## config.mk

```make
export PLATFORM = sky130hd
export DESIGN_NAME = bpu_update_ctrl
export DESIGN_NICKNAME = d
export VERILOG_FILES = /design/src/rtl/bpu_update_ctrl.sv
export SDC_FILE = /design/constraint.sdc
export NUM_CORES = 1
export LEC_CHECK = 0
export CORE_MARGIN = 2
export CORE_UTILIZATION = 33
export DETAILED_ROUTE_END_ITERATION = 10
export GPL_ROUTABILITY_DRIVEN = 0
export GPL_TIMING_DRIVEN = 0
export PLACE_DENSITY = 0.7
export SYNTH_ARGS = -nofsm -noshare
export SYNTH_HDL_FRONTEND = slang
export SYNTH_SLANG_ARGS = --single-unit
```

## constraint.sdc

```tcl
create_clock -name in_Clk -period 2.18 [get_ports in_Clk]
set_input_delay 0.218 -clock in_Clk [delete_from_list [all_inputs] [get_ports in_Clk]]
set_output_delay 0.218 -clock in_Clk [all_outputs]
set_load 0.02 [all_outputs]
```

## src/rtl/bpu_update_ctrl.sv

```systemverilog
// Branch-resolution update sequencer: buffers resolved branches in a FIFO and
// replays each one as predictor 0 / predictor 1 / chooser writes on the shared table port.
module bpu_update_ctrl #(
  parameter int DEPTH = 4,
  parameter int PC_W  = 64,
  parameter int IDX_W = 6
) (
  input  logic             in_Clk,
  input  logic             in_Rst,
  input  logic             in_upd_valid,
  input  logic [PC_W-1:0]  in_upd_pc,
  input  logic             in_upd_taken,
  input  logic [1:0]       in_upd_hit,
  output logic             out_upd_ready,
  input  logic             in_flush,
  input  logic             in_lookup_valid,
  output logic             out_wr_en,
  output logic [1:0]       out_wr_target,
  output logic [IDX_W-1:0] out_wr_idx,
  output logic             out_wr_data,
  output logic             out_busy
);

  localparam int AW = (DEPTH > 1) ? $clog2(DEPTH) : 1;
  localparam int EW = IDX_W + 3;
  localparam logic [AW:0] FULL_CNT = (AW+1)'(DEPTH);

  typedef enum logic [1:0] {IDLE, W_P0, W_P1, W_SEL} state_e;

  state_e           state_q, state_d;
  logic [EW-1:0]    mem_q [DEPTH];
  logic [AW-1:0]    wptr_q, rptr_q;
  logic [AW:0]      count_q;
  logic [IDX_W-1:0] idx_q;
  logic             taken_q;
  logic [1:0]       hit_q;

  logic full, empty, abort, push, pop, wr_en;
  logic [EW-1:0] head;

  logic unused_pc;
  assign unused_pc = ^{in_upd_pc[PC_W-1:IDX_W+2], in_upd_pc[1:0]};

  assign full          = (count_q == FULL_CNT);
  assign empty         = (count_q == '0);
  assign abort         = in_Rst | in_flush;
  assign out_upd_ready = !full & !in_Rst;
  assign push          = in_upd_valid & out_upd_ready & !in_flush;
  assign pop           = (state_q == IDLE) & !empty & !abort;
  assign head          = mem_q[rptr_q];
  assign out_busy      = !empty | (state_q != IDLE);

  // FIFO storage carries no reset; validity is tracked by count_q alone.
  always_ff @(posedge in_Clk) begin
    if (push) mem_q[wptr_q] <= {in_upd_pc[IDX_W+1:2], in_upd_taken, in_upd_hit};
  end

  always_ff @(posedge in_Clk) begin
    if (abort) begin
      wptr_q  <= '0;
      rptr_q  <= '0;
      count_q <= '0;
    end else begin
      if (push) wptr_q <= wptr_q + AW'(1);
      if (pop)  rptr_q <= rptr_q + AW'(1);
      case ({push, pop})
        2'b10:   count_q <= count_q + (AW+1)'(1);
        2'b01:   count_q <= count_q - (AW+1)'(1);
        default: count_q <= count_q;
      endcase
    end
  end

  always_ff @(posedge in_Clk) begin
    if (in_Rst) begin
      idx_q   <= '0;
      taken_q <= 1'b0;
      hit_q   <= '0;
    end else if (pop) begin
      {idx_q, taken_q, hit_q} <= head;
    end
  end

  always_ff @(posedge in_Clk) begin
    if (in_Rst) state_q <= IDLE;
    else        state_q <= state_d;
  end

  always_comb begin
    state_d = state_q;
    if (in_flush) begin
      state_d = IDLE;
    end else begin
      case (state_q)
        IDLE:    if (!empty) state_d = W_P0;
        W_P0:    if (wr_en) state_d = W_P1;
        W_P1:    if (wr_en) state_d = (hit_q == 2'b01 || hit_q == 2'b10) ? W_SEL : IDLE;
        W_SEL:   if (wr_en) state_d = IDLE;
        default: state_d = IDLE;
      endcase
    end
  end

  always_comb begin
    wr_en         = (state_q != IDLE) & !in_lookup_valid & !abort;
    out_wr_target = 2'b00;
    out_wr_data   = 1'b0;
    out_wr_idx    = '0;
    case (state_q)
      W_P0: begin
        out_wr_target = 2'b00;
        out_wr_data   = taken_q;
        out_wr_idx    = idx_q;
      end
      W_P1: begin
        out_wr_target = 2'b01;
        out_wr_data   = taken_q;
        out_wr_idx    = idx_q;
      end
      W_SEL: begin
        out_wr_target = 2'b10;
        out_wr_data   = hit_q[1];
        out_wr_idx    = idx_q;
      end
      default: ;
    endcase
  end

  assign out_wr_en = wr_en;

endmodule

```

==> results of run 1 <==
## repair_timing
action / in CTS / in global routing
setup endpoints to repair: 12 / 10
cloned: 0 / 0
pin swaps: 0 / 1
setup buffers: 2 / 4
gates resized for setup: 11 / 15
hold buffers: 0 / 0
## synth_stat cells
| cell | number | area [sq um] |
|---|---|---|
| a211oi_1 | 1 | 7.51 |
| or3_2 | 1 | 7.51 |
| or4_4 | 1 | 11.3 |
| nor4b_1 | 1 | 8.76 |
| o21ai_0 | 3 | 15.0 |
| o311ai_0 | 1 | 8.76 |
| mux4_2 | 9 | 203 |
| a21oi_2 | 1 | 8.76 |
| o22ai_1 | 1 | 6.26 |
| or2_2 | 2 | 12.5 |
| a22o_1 | 9 | 78.8 |
| xnor2_1 | 1 | 8.76 |
| edfxtp_1 | 36 | 1080 |
| a21oi_1 | 4 | 20.0 |
| buf_1 | 1 | 3.75 |
| ha_1 | 9 | 113 |
| nor2_1 | 7 | 26.3 |
| nand3b_1 | 1 | 7.51 |
| nor2b_1 | 7 | 43.8 |
| nor3_2 | 1 | 10.0 |
| o31a_1 | 1 | 8.76 |
| a221oi_1 | 2 | 17.5 |
| xor2_1 | 4 | 35.0 |
| or3_1 | 3 | 18.8 |
| inv_1 | 12 | 45.0 |
| nor3b_1 | 1 | 7.51 |
| buf_2 | 2 | 10.0 |
| a21o_1 | 1 | 7.51 |
| clkbuf_1 | 2 | 7.51 |
| dfxtp_1 | 18 | 360 |
| a22oi_1 | 1 | 7.51 |
| fa_1 | 1 | 20.0 |
| and2_1 | 4 | 25.0 |
## area by class of cell
class                      instances  area share [%]
buffer                             5            1.15
clock buffer                       5            2.43
clock inverter                     3            1.01
inverter                          12            1.59
multi-input combinational         78            28.4
sequential                        54            51.0
tap                               80            3.53
timing repair buffer              31            10.9
## routing by layer
metal | GRT usage (%) | share of wire (%) | up-vias
met4 | 4.26 | 1.7 | 0
met3 | 2.86 | 4.1 | 5
met5 | 0 | 0 | -
met1 | 14.9 | 47 | 632
li1 | - | - | 634
met2 | 17.5 | 47 | 25
## registers in the layout, summed over array words and instances (netlist names)
register	flops
mem_q	36
idx_q	6
count_q	3
hit_q	2
rptr_q	2
state_q	2
wptr_q	2
taken_q	1
## final timing paths
kind	startpoint	to	depth (start not counted)
max	state_q[0]$_SDFFE_PP0P_	count_q[2]$_SDFFE_PP0P_	11
max reg2reg	state_q[0]$_SDFFE_PP0P_	count_q[2]$_SDFFE_PP0P_	11
min reg2reg	idx_q[5]$_SDFFE_PP0P_	idx_q[5]$_SDFFE_PP0P_	1
min	idx_q[5]$_SDFFE_PP0P_	idx_q[5]$_SDFFE_PP0P_	1
## power by group through the flow
stage | Clock [W] | Combinational (W) | Sequential [W]
3_3_place_gp | 0 | 0.0000882 | 0.00113
5_1_grt | 0.000652 | 0.000106 | 0.00111
2_1_floorplan | 0 | 0.0000444 | 0.00113
3_5_place_dp | 0 | 0.0000908 | 0.00113
4_1_cts | 0.000607 | 0.0000940 | 0.00111
6_report | 0.000588 | 0.0000964 | 0.00111
## cells by family (layout without fill, tap and decap cells)
| logic type | count (synthesis) | count (layout) |
|---|---|---|
| compound gates | 25 | 25 |
| xor+xnor | 5 | 5 |
| fa+ha+maj | 10 | 10 |
| buf+inv | 17 | 56 |
| flops | 54 | 54 |
| mux | 9 | 9 |
| simple gates | 29 | 29 |
## stage by stage
step / hold slack, ps / instances / total power (W)
floorplan: 317 / 149 / 0.00117
global placement: 454 / 254 / 0.00122
detailed placement: 460 / 254 / 0.00122
CTS: 484 / 264 / 0.00181
global route: 499 / 268 / 0.00187
finish: 480 / 268 / 0.00179
==> run metrics, run 1 <==
Die Height 86.6 microns; r2r setup slk roughly 31 ps; Clk pin slew, worst setup/hold paths 100 ps; Crit path largest cell delay about 350 ps; vias in the first global route 1,261; Tcrit/Tclk final between 90 and 100%; HPWL Detailed between 2000 and 3000 microns; PD cells between 600 and 700 mW/mm^2; critical path required time approximately 2400 ps; final setup margin between 30 and 40 ps; max_slew headroom 56.3%; H-Tree Depth 2; cell mode on critical path ha_4; Final Max Tran Viols 0; vias post-DR ~1.3k; Global Route Usage Sum about 11%; CTS tree yes; switching pwr between 0.0003 and 0.0004 W; first-pass GRT wire length slightly above 6000 microns; CTS max path bufs 2; NumNets Final around 270; Post-Route Setup TNS 0 ps; most frequent cells in the layout edfxtp_1, clkdlybuf4s50_1, dfxtp_1, inv_1; Worst Path Buf+Inv 3; post-synthesis simple-gate area fraction between 7 and 8%; switch share ~22%; Compound-Gate Fraction of Synth Area under 10%; I/O Buffers 25; Yosys warnings 0; cell count after synthesis ~150; status complete, no violations; Final min period between 2000 and 2500 ps; Diodes inserted 0; Worst Skew 6.78 ps; final wirelength roughly 3900 microns; initial antenna violation count 0; # IOs 84; Setup crit start kind flop; fmax ~470 MHz; Vias/cell between 4 and 5; Worst path top cell family by delay adder cells; # fillers roughly 630; register area around 0.0014 sq mm; CP Capture Type flop; critical path type flop to flop; die area ~0.0075 sq mm; Adder-Cell Fraction of Synth Area 5.89%; share of layout cells above drive strength 1 23.9%; Clk pwr share 32.8%; Final Cell Area 0.00284 sq mm; RSZ-0062 raised after global routing true; P_int 0.00139 W; mean area per synthesized cell roughly 15 sq um; Fin. Hold Viols 0; Die X between 80 and 90 microns; CORE AREA approximately 0.0067 sq mm; peak supply drop about 0.29 mV; area of the mapped netlist approximately 0.0023 sq mm; actual slew at the worst max-slew pin roughly 650 ps; multi-input logic area a little over 800 sq um; Seq cells post-synth 54; DP Worst Slack -594 ps; Synth Area in XOR/XNOR approximately 1.9%; DRT iter0 DRCs 72; main combinational cell family by area after synthesis multiplexers; static leakage between 1 and 1.5 nW; post-synthesis mux area share under 10%; commonest non-fill, non-tap cell in the layout edfxtp_1; Final Core Density 42.5%; CP Max Fanout 3; max cap viols 0; register area share after synthesis ~64%; area grow syn2layout 26.0%; Congestion Overflow GR 0; Cell Area, Placed 0.00263 sq mm; 1st-pass router iterations 4; syn_nets 231; initial core utilization approximately a third; count of cell types in the netlist 33; Skew-Pair Late Insertion Delay between 300 and 400 ps; total CTS buffers 5; Site Rows 30; drt wl/cell ~15 microns; Routed Antenna Nets 0; clock sinks 54; pin count of the biggest net entering global routing 20; root buffer cell clkbuf_8; combinational power share between 5 and 6%; CP Data Arrival Time 2400 ps; DRC errors left 0; Seq pwr share around three fifths; worst path cell trace inv_2 -> ha_4 -> o31a_1 -> nor2b_1 -> buf_4 -> ha_4 -> inv_1 -> fa_2 -> xor2_1 -> or3_1 -> a21oi_1; Hold Crit Class flop to flop; Critical-path top delay cell dfxtp_2; Final Setup Violations 0
Power figures use the tool's default switching activity.
==> inputs of run 2 (changes only) <==
--- a/config.mk
+++ b/config.mk
@@ -11,6 +11,7 @@
 export GPL_ROUTABILITY_DRIVEN = 0
 export GPL_TIMING_DRIVEN = 0
 export PLACE_DENSITY = 0.7
+export SLEW_MARGIN = 20
 export SYNTH_ARGS = -nofsm -noshare
 export SYNTH_HDL_FRONTEND = slang
 export SYNTH_SLANG_ARGS = --single-unit
==> results of run 2 <==
Same layout as run 1: the final DEF is identical, and so are final timing and power.
